`src/rtl/decode_stage.sv`:
```
// RV32I decode stage: registers one instruction per cycle with operand read,
// writeback bypass, immediate generation and illegal-opcode detection.
module decode_stage (
   input  logic        clk,
   input  logic        rst,
   input  logic        i_valid,
   output logic        o_ready,
   input  logic [31:0] i_inst,
   input  logic [31:0] i_pc,
   input  logic        i_flush,
   output logic [4:0]  o_rs1_index,
   output logic [4:0]  o_rs2_index,
   input  logic [31:0] i_rs1_data,
   input  logic [31:0] i_rs2_data,
   input  logic        i_wb_enable,
   input  logic [4:0]  i_wb_index,
   input  logic [31:0] i_wb_data,
   output logic        o_valid,
   input  logic        i_ready,
   output logic [31:0] o_pc,
   output logic [31:0] o_inst,
   output logic [31:0] o_rs1,
   output logic [31:0] o_rs2,
   output logic [31:0] o_imm,
   output logic [4:0]  o_rd,
   output logic        o_illegal
);

   typedef enum logic [2:0] {
      FMT_NONE,
      FMT_I,
      FMT_S,
      FMT_B,
      FMT_U,
      FMT_J,
      FMT_ZERO
   } imm_fmt_e;

   logic        valid_q, valid_d;
   logic [31:0] pc_q, pc_d;
   logic [31:0] inst_q, inst_d;
   logic [31:0] rs1_q, rs1_d;
   logic [31:0] rs2_q, rs2_d;
   logic [31:0] imm_q, imm_d;
   logic [4:0]  rd_q, rd_d;
   logic        illegal_q, illegal_d;

   logic        accept;
   imm_fmt_e    fmt;
   logic        dec_illegal;
   logic [31:0] dec_imm;
   logic [4:0]  dec_rd;
   logic [31:0] dec_rs1;
   logic [31:0] dec_rs2;
   logic [4:0]  held_rs1_idx;
   logic [4:0]  held_rs2_idx;

   assign o_ready     = !valid_q || i_ready;
   assign accept      = i_valid && o_ready && !i_flush;
   assign o_rs1_index = i_inst[19:15];
   assign o_rs2_index = i_inst[24:20];
   assign held_rs1_idx = inst_q[19:15];
   assign held_rs2_idx = inst_q[24:20];

   // Opcode classification; anything not listed (incl. low bits != 11) is illegal.
   always_comb begin
      fmt         = FMT_NONE;
      dec_illegal = 1'b0;
      unique case (i_inst[6:0])
         7'b0000011, 7'b0010011, 7'b1100111, 7'b1110011: fmt = FMT_I;
         7'b0100011:                                     fmt = FMT_S;
         7'b1100011:                                     fmt = FMT_B;
         7'b0110111, 7'b0010111:                         fmt = FMT_U;
         7'b1101111:                                     fmt = FMT_J;
         7'b0110011, 7'b0001111:                         fmt = FMT_ZERO;
         default:                                        dec_illegal = 1'b1;
      endcase
   end

   always_comb begin
      dec_imm = '0;
      unique case (fmt)
         FMT_I: dec_imm = {{20{i_inst[31]}}, i_inst[31:20]};
         FMT_S: dec_imm = {{20{i_inst[31]}}, i_inst[31:25], i_inst[11:7]};
         FMT_B: dec_imm = {{19{i_inst[31]}}, i_inst[31], i_inst[7],
                           i_inst[30:25], i_inst[11:8], 1'b0};
         FMT_U: dec_imm = {i_inst[31:12], 12'b0};
         FMT_J: dec_imm = {{11{i_inst[31]}}, i_inst[31], i_inst[19:12],
                           i_inst[20], i_inst[30:21], 1'b0};
         default: dec_imm = '0;
      endcase
   end

   always_comb begin
      if (dec_illegal || fmt == FMT_S || fmt == FMT_B) begin
         dec_rd = '0;
      end else begin
         dec_rd = i_inst[11:7];
      end
   end

   // Operand read with same-cycle writeback bypass; x0 always reads zero.
   always_comb begin
      if (o_rs1_index == 5'd0) begin
         dec_rs1 = '0;
      end else if (i_wb_enable && i_wb_index == o_rs1_index) begin
         dec_rs1 = i_wb_data;
      end else begin
         dec_rs1 = i_rs1_data;
      end
      if (o_rs2_index == 5'd0) begin
         dec_rs2 = '0;
      end else if (i_wb_enable && i_wb_index == o_rs2_index) begin
         dec_rs2 = i_wb_data;
      end else begin
         dec_rs2 = i_rs2_data;
      end
   end

   always_comb begin
      valid_d   = valid_q;
      pc_d      = pc_q;
      inst_d    = inst_q;
      rs1_d     = rs1_q;
      rs2_d     = rs2_q;
      imm_d     = imm_q;
      rd_d      = rd_q;
      illegal_d = illegal_q;
      if (accept) begin
         valid_d   = 1'b1;
         pc_d      = i_pc;
         inst_d    = i_inst;
         rs1_d     = dec_rs1;
         rs2_d     = dec_rs2;
         imm_d     = dec_imm;
         rd_d      = dec_rd;
         illegal_d = dec_illegal;
      end else if (i_ready || i_flush) begin
         valid_d = 1'b0;
      end else if (valid_q && i_wb_enable && i_wb_index != 5'd0) begin
         // Stalled instruction keeps its operands current with later writebacks.
         if (i_wb_index == held_rs1_idx) begin
            rs1_d = i_wb_data;
         end
         if (i_wb_index == held_rs2_idx) begin
            rs2_d = i_wb_data;
         end
      end
   end

   always_ff @(posedge clk) begin
      if (rst) begin
         valid_q   <= 1'b0;
         pc_q      <= '0;
         inst_q    <= '0;
         rs1_q     <= '0;
         rs2_q     <= '0;
         imm_q     <= '0;
         rd_q      <= '0;
         illegal_q <= 1'b0;
      end else begin
         valid_q   <= valid_d;
         pc_q      <= pc_d;
         inst_q    <= inst_d;
         rs1_q     <= rs1_d;
         rs2_q     <= rs2_d;
         imm_q     <= imm_d;
         rd_q      <= rd_d;
         illegal_q <= illegal_d;
      end
   end

   assign o_valid   = valid_q;
   assign o_pc      = pc_q;
   assign o_inst    = inst_q;
   assign o_rs1     = rs1_q;
   assign o_rs2     = rs2_q;
   assign o_imm     = imm_q;
   assign o_rd      = rd_q;
   assign o_illegal = illegal_q;

endmodule

```
`config.mk`:
```
export PLATFORM = sky130hd
export DESIGN_NAME = decode_stage
export DESIGN_NICKNAME = d
export VERILOG_FILES = /design/src/rtl/decode_stage.sv
export SDC_FILE = /design/constraint.sdc
export NUM_CORES = 1
export LEC_CHECK = 0
export BUFFER_PORTS_ARGS = -buffer_cell sky130_fd_sc_hd__buf_2
export CELL_PAD_IN_SITES_DETAIL_PLACEMENT = 0
export CELL_PAD_IN_SITES_GLOBAL_PLACEMENT = 1
export CORE_MARGIN = 1.5
export CORE_UTILIZATION = 33
export DETAILED_ROUTE_END_ITERATION = 8
export PLACE_DENSITY_LB_ADDON = 0.2
export SYNTH_ARGS = -nofsm -noshare
export SYNTH_HDL_FRONTEND = slang
export SYNTH_SLANG_ARGS = --single-unit
export TNS_END_PERCENT = 20
```
`constraint.sdc`:
```
create_clock -name clk -period 2.7 [get_ports clk]
set_input_delay 0.81 -clock clk [delete_from_list [all_inputs] [get_ports clk]]
set_output_delay 0.81 -clock clk [all_outputs]
set_load 0.01 [all_outputs]
```
; Word-level counts from Yosys, hierarchy flattened
; Cells that the tools add are included.
[word_totals]
input_bits = 171
latchBits = 0
memories = 0
romBits = 0
register_bits = 167
ram_bits = 0
elab_cells = 72
output_inout_bits = 178
[op_classes]
bitwise = 0
n_lt_le_gt_ge = 0
muxes = 18
n_shift = 0
mul = 0
eq_ne = 21
add_sub_neg = 0
reduce_logical = 25
n_div = 0
[ops]
columns = cell, count
row1 = 32-bit 2-to-1 mux, 12
row2 = 32-bit one-hot mux with 5 select lines, 1
row3 = "7-bit == test, second input constant", 4
row4 = "7-bit by 6-bit == test with 1-bit output, second input constant", 3
row5 = 5-bit == test, 4
row6 = 3-bit one-hot mux with 6 select lines, 1
row7 = "7-bit by 5-bit == test with 1-bit output, second input constant", 2
row8 = 11-bit OR reduction, 1
row9 = 5-bit logical NOT, 2
row10 = 2-bit nonzero test, 4
row11 = "7-bit by 2-bit == test with 1-bit output, second input constant", 1
row12 = "7-bit by 4-bit == test with 1-bit output, second input constant", 1
row13 = "3-bit by 2-bit == test with 1-bit output, second input constant", 2
row14 = "3-bit == test, second input constant", 2
row15 = 1-bit logical AND, 6
row16 = 3-bit AND reduction, 2
row17 = 5-bit 2-to-1 mux, 1
row18 = 5-bit nonzero test, 1
row19 = 1-bit logical OR, 4
row20 = 2-bit OR reduction, 2
row21 = 4-bit OR reduction, 1
row22 = "3-bit by 1-bit == test with 1-bit output, second input constant", 1
row23 = 1-bit 2-to-1 mux, 3
row24 = 1-bit logical NOT, 2
row25 = "2-bit != test, second input constant", 1

; Depth between registers and ports, before layout
; Gate-level depths: netlist (run 1).
[logic_depth]
word_depth = 7
depth_mapped = 8

; Worst setup path after synthesis (run 1)
; Ideal clock, no wire load.
[synth_timing]
path_type = input to register
startpoint = input i_wb_index[2]
endpoint = register rs1_q[10] (netlist: o_rs1[10])
arrival_ns = 2.279
stages = 7
required_ns = 2.559
setup_time_ns = 0.141
slack_ns = 0.280
path_cell_list = buf_2 > or4_4 > o2111a_2 > a41o_1 > buf_2 > nor2_1 > nor3_2
[synth_between]
elab_chain_len = 5
elab_cells_between_ends = 11
classes_between = eq/ne (2) / mux (3) / reduce/logical (6)
[synth_lines]
columns = item, line
row1 = from (decl), 16  ; input logic [4:0] i_wb_index,
row2 = 5-bit == test, 106  ; end else if (i_wb_enable && i_wb_index == o_rs1_index) begin
row3 = 1-bit logical AND, 106
row4 = 32-bit 2-to-1 mux, 106
row5 = 32-bit 2-to-1 mux, 104  ; if (o_rs1_index == 5'd0) begin
row6 = 32-bit 2-to-1 mux, 129  ; if (accept) begin
row7 = to (signal assigned), 165  ; rs1_q <= rs1_d;
row8 = to (decl), 42  ; logic [31:0] rs1_q, rs1_d;
; Several ways; a longest one is shown, not always the timed one.
; A chain may end at the register's enable or synchronous reset.

; Worst setup path after layout (run 1)
[layout_timing]
startpoint = input i_ready
endpoint = register imm_q[23] (netlist: o_imm[23])
[layout_between]
elab_chain_len = 3
[layout_lines]
columns = item, line
row1 = from (decl), 19  ; input logic i_ready,
row2 = 1-bit logical OR, 58  ; assign o_ready = !valid_q || i_ready;
row3 = 1-bit logical AND (2 in series), 59  ; assign accept = i_valid && o_ready && !i_flush;
row4 = to (signal assigned), 167  ; imm_q <= imm_d;
row5 = to (decl), 44  ; logic [31:0] imm_q, imm_d;
; Every way passes these cells.

==> results of run 1 <==
-- worst register-to-register path, stage by stage, from the launching register on --
cell	delay, ns
dfxtp_1	0.40
nand2b_1	0.09
and3_2	0.33
nor2_1	0.92
a22o_1	0.29
-- per-layer routing --
| layer | vias up | GRT usage, % | part of all wire, % |
|---|---|---|---|
| met2 | 273 | 37.5 | 49 |
| met4 | 0 | 7.72 | 2.0 |
| met1 | 3491 | 26.8 | 41 |
| li1 | 3671 | - | - |
| met3 | 33 | 6.30 | 7.7 |
| met5 | - | 0 | 0 |
-- flip-flops by register name, indices dropped and copies added, names as in the netlist --
| signal | cells |
|---|---|
| o_imm | 32 |
| o_inst | 32 |
| o_pc | 32 |
| o_rs1 | 32 |
| o_rs2 | 32 |
| o_rd | 5 |
| o_illegal | 1 |
| o_valid | 1 |
-- cells by family after synthesis --
kind of cell,Yosys count,synth area share [%]
AO/OA/AOI/OAI,228,22.4
flip-flops,167,46.2
AND/OR/NAND/NOR,343,22.6
multiplexers,1,0.156
buffers and inverters,91,6.19
XOR/XNOR,21,2.54
-- synthesized netlist by cell type, types with 2 or more instances --
library cell,count
nor4_1,2
nor2b_1,2
and3b_1,2
and2_1,10
a211oi_1,4
o31ai_1,2
o211ai_1,6
a22o_1,21
xnor2_1,18
a221oi_1,64
buf_1,4
buf_4,13
nand3_1,2
nand2b_1,5
dfxtp_1,167
nor3_1,38
o21ai_0,23
xor2_1,3
a32oi_1,7
a21oi_1,82
nor2_1,78
inv_1,6
and3_1,2
clkbuf_1,42
nand2_1,161
buf_6,4
nand4_1,2
nor3_2,30
buf_2,21
-- where the power goes --
| part | internal [mW] | switching (mW) |
|---|---|---|
| clock network | 1.34 | 1.16 |
| registers | 2.58 | 0.0555 |
| logic | 0.369 | 0.543 |
-- final timing paths --
path                         startpoint                      to  slack (ns)  cells after the start
setup reg to reg   o_valid$_SDFFE_PP0P_  o_imm[23]$_SDFFE_PP0P_        0.62                      4
setup / recovery                i_ready  o_imm[23]$_SDFFE_PP0P_        0.45                      5
hold / removal    o_pc[11]$_SDFFE_PP0P_   o_pc[11]$_SDFFE_PP0P_        0.45                      2
hold reg to reg   o_pc[11]$_SDFFE_PP0P_   o_pc[11]$_SDFFE_PP0P_        0.45                      2
-- stage by stage --
| step | area (um2) | hold WS, ns | worst slack (ns) | util, % | power, mW |
|---|---|---|---|---|---|
| after floorplan | 7240 | 0.476 | 0.280 | - | 3.16 |
| after global placement | 9380 | 0.438 | 0.0652 | 43.3 | 3.60 |
| after detailed placement | 9380 | 0.441 | -0.00574 | 43.3 | 3.61 |
| after CTS | 9980 | 0.454 | 0.465 | 46.0 | 6.12 |
| after global routing | 9980 | 0.468 | 0.353 | 46.0 | 6.31 |
| final | 9980 | 0.452 | 0.450 | 46.0 | 6.04 |
-- area by class of cell --
cell class                      count  area (um2)  share of cell area [%]
Clock buffer                       18         439                    4.40
Clock inverter                     14         155                    1.55
Inverter                            6        22.5                   0.226
Multi-Input combinational cell    593        3500                    35.1
Sequential cell                   167        3340                    33.5
Tap cell                          280         350                    3.51
Timing Repair Buffer              390        2160                    21.7
==> results.json, run 1 <==
{
  "synth_top_area_cell": "dfxtp_1",
  "die_x_um": 151,
  "cap_violations": 0,
  "async_reset_ff_share_pct": 0,
  "diodes": 0,
  "grt_overflow": 0,
  "cp_slowest_cell": "nor2_1",
  "dp_hpwl_um": 19100,
  "nets": 1346,
  "syn2layout_area_growth_pct": 37.8,
  "clk_pin_slew_ns": 0.07,
  "post_cts_buffers": 0,
  "cts_tree": "yes",
  "synth_area_leaders": "dfxtp_1 (46%), nand2_1 (8.3%), a221oi_1 (7.7%), a21oi_1 (5.7%), nor3_2 (4.1%)",
  "avgViaCountPerCell": 5.09,
  "slew_headroom_pct": 21.4,
  "place_inst": 1436,
  "ys_ff_latch": 167,
  "syn_area_um2": 7240,
  "arrival_ns": 2.61,
  "status": "completed",
  "worst_pin_slew_ns": 1.18,
  "insertion_delay_ns": 0.42,
  "grt_pass1_vias": 6918,
  "numCtsBuffers": 17,
  "grt_pass1_wl_um": 38500,
  "path_cells": "buf_2, nand2b_1, and3_2, nor2_1, a22o_1",
  "die-area_um2": 22800,
  "rsz0062_at_grt": "false",
  "final_cells": 1468,
  "mostFrequentLayoutCell": "buf_2",
  "fmax_mhz": 444,
  "slew_violations": 0,
  "cts_repair_resize_count": 0,
  "cp-end-kind": "flop",
  "crit_family": "simple AND/OR/NAND/NOR gates",
  "start_kind": "primary input",
  "path_max_fanout": 16,
  "die_h_um": 151,
  "coreArea_um2": 21700,
  "setup_viol": 0,
  "drive_gt1_share_pct": 39.4,
  "hold_class": "flop to flop",
  "syn-num-nets": 1022,
  "holdBufCountCts": 0,
  "critPathRequiredTime_ns": 3.06,
  "routabilityCongestion": 0.794,
  "io_pins": 349,
  "ant_nets": 0,
  "drt-wirelength-per-cell_um": 18.0,
  "synth_top_area_share_pct": 46.2,
  "drt-initial-drc-count": 267,
  "finalCritPeriodShare_pct": 83.3,
  "grt_max_degree": 72,
  "synth-edff-count": 0,
  "h-tree-depth": 4,
  "rows": 54,
  "finClkSkew_ns": 0.00853,
  "clock-sinks": 167,
  "cellPowerDensity_nw_per_um2": 606,
  "synth-main-ff-cell": "dfxtp_1",
  "cts.path.max_buffers": 2,
  "yosysWarningCount": 0,
  "leakage_nw": 4.49,
  "cts_root_buf": "clkbuf_16",
  "critical_path.n_buffers_inverters": 1,
  "antenna_found_initial": 0,
  "synthCells": 851,
  "start_util_pct": 33.4,
  "drc": 0,
  "setup_tns_ns": 0,
  "layout_common_cells": "buf_2 (347), dfxtp_1 (167), nand2_1 (161), a21oi_1 (82), nor2_1 (78)",
  "period_needed_ns": 2.25,
  "grt.total_usage_pct": 22.1,
  "vdd_drop_max_uv": 357,
  "avgSynthCellArea_um2": 8.51,
  "yosysUniqueCellTypes": 59,
  "num-fill-cells": 2214,
  "dr.pass1.iters": 5,
  "vias": 7468,
  "finalHoldViolCount": 0,
  "ys_seq_area_share_pct": 46.2,
  "slowest_delay_ns": 0.92,
  "path_class": "primary input to flop",
  "port_buffers": 348,
  "routed_wirelength_um": 26400
}
Note: power is estimated with default switching activity, not from simulation.
==> inputs of run 2 (changes only) <==
--- a/config.mk
+++ b/config.mk
@@ -5,11 +5,12 @@
 export SDC_FILE = /design/constraint.sdc
 export NUM_CORES = 1
 export LEC_CHECK = 0
+export ABC_AREA = 1
 export BUFFER_PORTS_ARGS = -buffer_cell sky130_fd_sc_hd__buf_2
 export CELL_PAD_IN_SITES_DETAIL_PLACEMENT = 0
 export CELL_PAD_IN_SITES_GLOBAL_PLACEMENT = 1
 export CORE_MARGIN = 1.5
-export CORE_UTILIZATION = 33
+export CORE_UTILIZATION = 32
 export DETAILED_ROUTE_END_ITERATION = 8
 export PLACE_DENSITY_LB_ADDON = 0.2
 export SYNTH_ARGS = -nofsm -noshare
==> constraint.sdc (replaced) <==
create_clock -name clk -period 2.1 [get_ports clk]
set_input_delay 0.63 -clock clk [delete_from_list [all_inputs] [get_ports clk]]
set_output_delay 0.63 -clock clk [all_outputs]
set_load 0.01 [all_outputs]
==> run 2 against run 1 <==
Net effect:
- sequential power increased by 29%
- largest cell class unchanged
- first-iteration DRC count increased by 82%
- core utilization decreased by 3.1 points
- synthesized cell count increased by 80%
==> results.json, run 2 <==
{
  "ys_seq_area_share_pct": 37.1,
  "regToRegStartpoint": "o_valid$_SDFFE_PP0P_",
  "vias": 10100,
  "setup_tns_ns": 0,
  "grt.total_usage_pct": 22.1,
  "min_to": "o_pc[6]$_SDFFE_PP0P_",
  "layout_common_cells": "nand2_1 (463), nor2_1 (366), buf_2 (348), inv_1 (173), dfxtp_1 (167)",
  "ys_ff_latch": 167,
  "leakage_nw": 6.71,
  "avgViaCountPerCell": 4.49,
  "hp-start": "i_pc[6]",
  "utilization_pct": 42.9,
  "routabilityCongestion": 0.841,
  "synth-main-ff-cell": "dfxtp_1",
  "hold_class": "primary input to flop",
  "setup_viol": 0,
  "synth_area_leaders": "dfxtp_1 (37%), nand2_1 (19%), nor2_1 (15%), inv_1 (7.2%), nand3_1 (5.7%)",
  "cts_repair_resize_count": 0,
  "synthCells": 1536,
  "port_buffers": 348,
  "grt_max_degree": 64,
  "syn2layout_area_growth_pct": 32.0,
  "arrival_ns": 1.34,
  "ant_nets": 0,
  "synth_most_common_cell": "nand2_1",
  "path_max_fanout": 3,
  "critPathRequiredTime_ns": 1.47,
  "min_path_cells": 3,
  "io_pins": 349,
  "path_class": "flop to output pin",
  "antenna_found_initial": 3,
  "finalCritPeriodShare_pct": 94.0,
  "vdd_drop_max_uv": 366,
  "worst_pin_slew_ns": 0.586,
  "insertion_delay_ns": 0.44,
  "dp_hpwl_um": 23900,
  "async_reset_ff_share_pct": 0,
  "clk_pin_slew_ns": 0.09,
  "slew_violations": 0,
  "grt_pass1_wl_um": 49900,
  "finClkSkew_ns": 0.0180,
  "die-area_um2": 29200,
  "drc": 0,
  "r2r_slack_ns": 0.41,
  "cp-end-kind": "output pin",
  "finalHoldViolCount": 0,
  "cts_tree": "yes",
  "holdBufCountCts": 0,
  "h-tree-depth": 4,
  "drt-wirelength-per-cell_um": 14.5,
  "cts.path.max_buffers": 2,
  "routed_wirelength_um": 32500,
  "drive_gt1_share_pct": 24.0,
  "die_h_um": 171,
  "yosysWarningCount": 0,
  "ys_top_cells_by_count": "nand2_1 (463), nor2_1 (366), inv_1 (173), dfxtp_1 (167), nand3_1 (103)",
  "nets": 2015,
  "slew_headroom_pct": 60.9,
  "rows": 61,
  "synth_top_area_share_pct": 37.1,
  "cts_root_buf": "clkbuf_16",
  "synth_top_area_cell": "dfxtp_1",
  "num-fill-cells": 3090,
  "fmax_mhz": 507,
  "syn-num-nets": 1707,
  "die_x_um": 171,
  "status": "completed",
  "avgSynthCellArea_um2": 5.86,
  "coreArea_um2": 27700,
  "period_needed_ns": 1.97,
  "dr.pass1.iters": 4,
  "cellPowerDensity_nw_per_um2": 670,
  "syn_area_um2": 9010,
  "mostFrequentLayoutCell": "nand2_1",
  "rsz0062_at_grt": "false",
  "yosysUniqueCellTypes": 26,
  "reg2reg_to": "o_rs1[10]$_SDFFE_PP0P_",
  "clock-sinks": 167,
  "drt-initial-drc-count": 485,
  "synth-edff-count": 0,
  "grt_pass1_vias": 9218,
  "post_cts_buffers": 0,
  "start_util_pct": 32.5,
  "start_kind": "flop",
  "cap_violations": 0,
  "reg2reg_depth": 11,
  "grt_overflow": 0,
  "numCtsBuffers": 17
}
## run 2: worst max-delay path, cell delays in order, from the launching register on
cell	delay, ns
dfxtp_1	0.38
inv_2	0.04
nor2_1	0.20
inv_1	0.10
buf_2	0.19
## run 2: where the power goes
group,internal [mW],total [mW],switching (mW)
Sequential,3.30,3.38,0.0756
Clock,1.63,3.26,1.62
Combinational,0.510,1.32,0.813
Total,5.45,7.96,2.51
## run 2: metrics by stage
stage               setup WS (ns)  power (mW)  cell area [um2]  hold WS, ns  instances
floorplan                   0.296        4.16             9010        0.488       1536
global placement           0.0588        4.78            11300        0.451       2203
detailed placement         0.0411        4.79            11300        0.455       2203
CTS                        0.0859        8.07            11900        0.386       2235
global route               0.0157        8.36            11900        0.387       2236
finish                      0.126        7.96            11900        0.402       2238
## run 2: cell families after synthesis
| kind of cell | Yosys count | synth area share, % |
|---|---|---|
| compound gates | 124 | 7.10 |
| xor+xnor | 6 | 0.583 |
| buf+inv | 283 | 12.9 |
| flops | 167 | 37.1 |
| simple gates | 956 | 42.3 |
## run 2: area by class of cell
cell class                      count  area (um2)  share of cell area, %
Clock inverter                     14         158                   1.33
Sequential cell                   167        3340                   28.1
Tap cell                          378         473                   3.98
Multi-Input combinational cell   1086        4510                   38.0
Timing Repair Buffer              386        2250                   18.9
Clock buffer                       18         439                   3.69
Inverter                          186         702                   5.90
Antenna cell                        3        7.51                 0.0632
## run 2: worst max path at each step
stage                               from                     end  cells after the start
CTS                 o_valid$_SDFFE_PP0P_                 o_ready                      4
global placement           i_wb_index[1]   o_rs2[6]$_SDFFE_PP0P_                     10
detailed placement               i_ready  o_rs1[10]$_SDFFE_PP0P_                     11
global route        o_valid$_SDFFE_PP0P_                 o_ready                      4
floorplan                  i_wb_index[0]  o_rs1[10]$_SDFFE_PP0P_                     10
finish              o_valid$_SDFFE_PP0P_                 o_ready                      4
## run 2: metal layers
metal / global-route usage (%) / wire (um) / vias to the layer above
li1: - / - / 5236
met3: 5.92 / 2370 / 18
met4: 5.27 / 373 / 0
met1: 27.8 / 14400 / 4526
met5: 0 / 0 / -
met2: 37.6 / 15400 / 274
==> inputs of run 3 (changes only) <==
--- a/config.mk
+++ b/config.mk
@@ -5,12 +5,11 @@
 export SDC_FILE = /design/constraint.sdc
 export NUM_CORES = 1
 export LEC_CHECK = 0
-export ABC_AREA = 1
 export BUFFER_PORTS_ARGS = -buffer_cell sky130_fd_sc_hd__buf_2
 export CELL_PAD_IN_SITES_DETAIL_PLACEMENT = 0
 export CELL_PAD_IN_SITES_GLOBAL_PLACEMENT = 1
 export CORE_MARGIN = 1.5
-export CORE_UTILIZATION = 32
+export CORE_UTILIZATION = 33
 export DETAILED_ROUTE_END_ITERATION = 8
 export PLACE_DENSITY_LB_ADDON = 0.2
 export SYNTH_ARGS = -nofsm -noshare
==> run 3 against run 2 <==
Net effect:
- non-clock buffer count is 45 higher
- clock skew is 0.0071 ns lower
- sequential share of layout area increased by 3.9 points
- wire length down 18%
- global-route usage is 0.70 points higher
- setup slack worse by 0.037 ns
- maximum frequency shrank 1.8%
- total power increased by 0.91%
- final area is 12% lower
- first-iteration DRC count shrank 35%
- register-to-register slack got worse by 0.26 ns
- highest routed layer unchanged
==> results.json, run 3 (synthesized netlist as in run 1, its figures left out) <==
{
  "rows": 54,
  "path_max_fanout": 13,
  "worst_pin_slew_ns": 0.677,
  "cts_root_buf": "clkbuf_16",
  "drive_gt1_share_pct": 42.1,
  "slew_violations": 0,
  "crit_family": "compound AO/OA/AOI/OAI gates",
  "total_power_mw": 8.03,
  "place_inst": 1477,
  "drt-initial-drc-count": 317,
  "h-tree-depth": 4,
  "cts.path.max_buffers": 2,
  "vias": 7579,
  "post-place-ws_ns": -0.359,
  "die_h_um": 151,
  "insertion_delay_ns": 0.43,
  "grt_overflow": 0,
  "cp-end-kind": "flop",
  "routed_wirelength_um": 26800,
  "grt_pass1_wl_um": 40100,
  "leakage_nw": 4.73,
  "hold_ws_ns": 0.432,
  "finalCritPeriodShare_pct": 95.8,
  "finalHoldViolCount": 0,
  "cts_tree": "yes",
  "coreArea_um2": 21700,
  "setup_viol": 0,
  "mostFrequentLayoutCell": "buf_2",
  "vdd_drop_max_uv": 510,
  "holdBufCountCts": 0,
  "cellPowerDensity_nw_per_um2": 769,
  "rsz0062_at_grt": "false",
  "status": "completed",
  "fmax_mhz": 497,
  "die_x_um": 151,
  "port_buffers": 348,
  "drc": 0,
  "period_needed_ns": 2.01,
  "drt-wirelength-per-cell_um": 17.8,
  "hold_class": "primary input to flop",
  "grt_pass1_vias": 7259,
  "diodes": 0,
  "io_pins": 349,
  "critical_path.n_buffers_inverters": 3,
  "start_util_pct": 33.4,
  "arrival_ns": 2.31,
  "path_class": "primary input to flop",
  "nets": 1387,
  "num-fill-cells": 2187,
  "start_kind": "primary input",
  "setup_ws_ns": 0.0890,
  "setup_tns_ns": 0,
  "slew_headroom_pct": 54.8,
  "cap_violations": 0,
  "clk_pin_slew_ns": 0.07,
  "path_cells": "buf_2, buf_4, xnor2_1, nand2_1, o311a_1, buf_4, a221oi_1, nor3_2",
  "final_cells": 1509,
  "cp_slowest_cell": "o311a_1",
  "clock-sinks": 167,
  "die-area_um2": 22800,
  "numCtsBuffers": 17,
  "avgViaCountPerCell": 5.02,
  "antenna_found_initial": 0,
  "critPathRequiredTime_ns": 2.40,
  "dr.pass1.iters": 4,
  "syn2layout_area_growth_pct": 44.3,
  "routabilityCongestion": 0.795,
  "grt.total_usage_pct": 22.8,
  "slowest_delay_ns": 0.45,
  "layout_common_cells": "buf_2 (347), dfxtp_1 (167), nand2_1 (161), a21oi_1 (82), buf_4 (70)",
  "finClkSkew_ns": 0.0110,
  "dp_hpwl_um": 19800,
  "ant_nets": 0,
  "path_common_cell": "buf_4",
  "grt_max_degree": 90
}
-- run 3: cell count changes in the layout (fill, tap and decap cells not counted), moves of 12 or more --
cell and change:
a22o_1 +21, nand3_1 -102, nor3_2 +30, nor3_1 +38, a221oi_1 +64, inv_1 -167
xnor2_1 +12, a21oi_1 +17, nor2_1 -297, nand2_1 -302, buf_4 +50, o21ai_0 -31
-- run 3: final cells by class --
class / count / area (um2) / share of cell area [%]
clock buffer: 19 / 443 / 4.24
multi-input combinational: 593 / 3570 / 34.2
inverter: 6 / 22.5 / 0.216
timing repair buffer: 431 / 2530 / 24.3
sequential: 167 / 3340 / 32.0
tap: 280 / 350 / 3.35
clock inverter: 13 / 183 / 1.75
-- run 3: stage by stage --
| stage | util (%) | instance area (um2) |
|---|---|---|
| global route | 48.2 | 10400 |
| detailed placement | 45.3 | 9820 |
| floorplan | - | 7320 |
| global placement | 45.3 | 9820 |
| finish | 48.2 | 10400 |
| CTS | 48.2 | 10400 |
-- run 3: timing repair --
action,CTS,global route
resized for setup,0,1
setup endpoints to repair,0,14
setup buffers,0,0
-- run 3: routing by layer --
layer  vias to the layer above  routed length, um  global-route usage [%]
met5                         -                  0                       0
met4                         0                899                    9.47
met3                        46               1980                    6.72
met2                       264              12800                    38.5
met1                      3518              11100                    27.0
li1                       3751                  -                       -
-- run 3: power breakdown --
| part | switching, mW | internal, mW |
|---|---|---|
| Combinational | 0.718 | 0.546 |
| Sequential | 0.0779 | 3.31 |
| Clock | 1.43 | 1.95 |
-- run 3: worst reg2reg max path: stages (launching register included) --
cell	delay, ns
dfxtp_1	0.33
xor2_1	0.19
a2111oi_4	0.44
a41oi_4	0.18
buf_4	0.21
a221oi_1	0.39
nor3_2	0.09
-- run 3: worst paths after layout --
path | cells past startpoint | to | start | slack [ns]
max | 8 | o_rs1[29]$_SDFFE_PP0P_ | i_wb_index[2] | 0.09
min | 3 | o_pc[2]$_SDFFE_PP0P_ | i_pc[2] | 0.43
max reg2reg | 6 | o_rs1[29]$_SDFFE_PP0P_ | o_inst[17]$_SDFFE_PP0P_ | 0.15
min reg2reg | 2 | o_imm[17]$_SDFFE_PP0P_ | o_imm[17]$_SDFFE_PP0P_ | 0.45
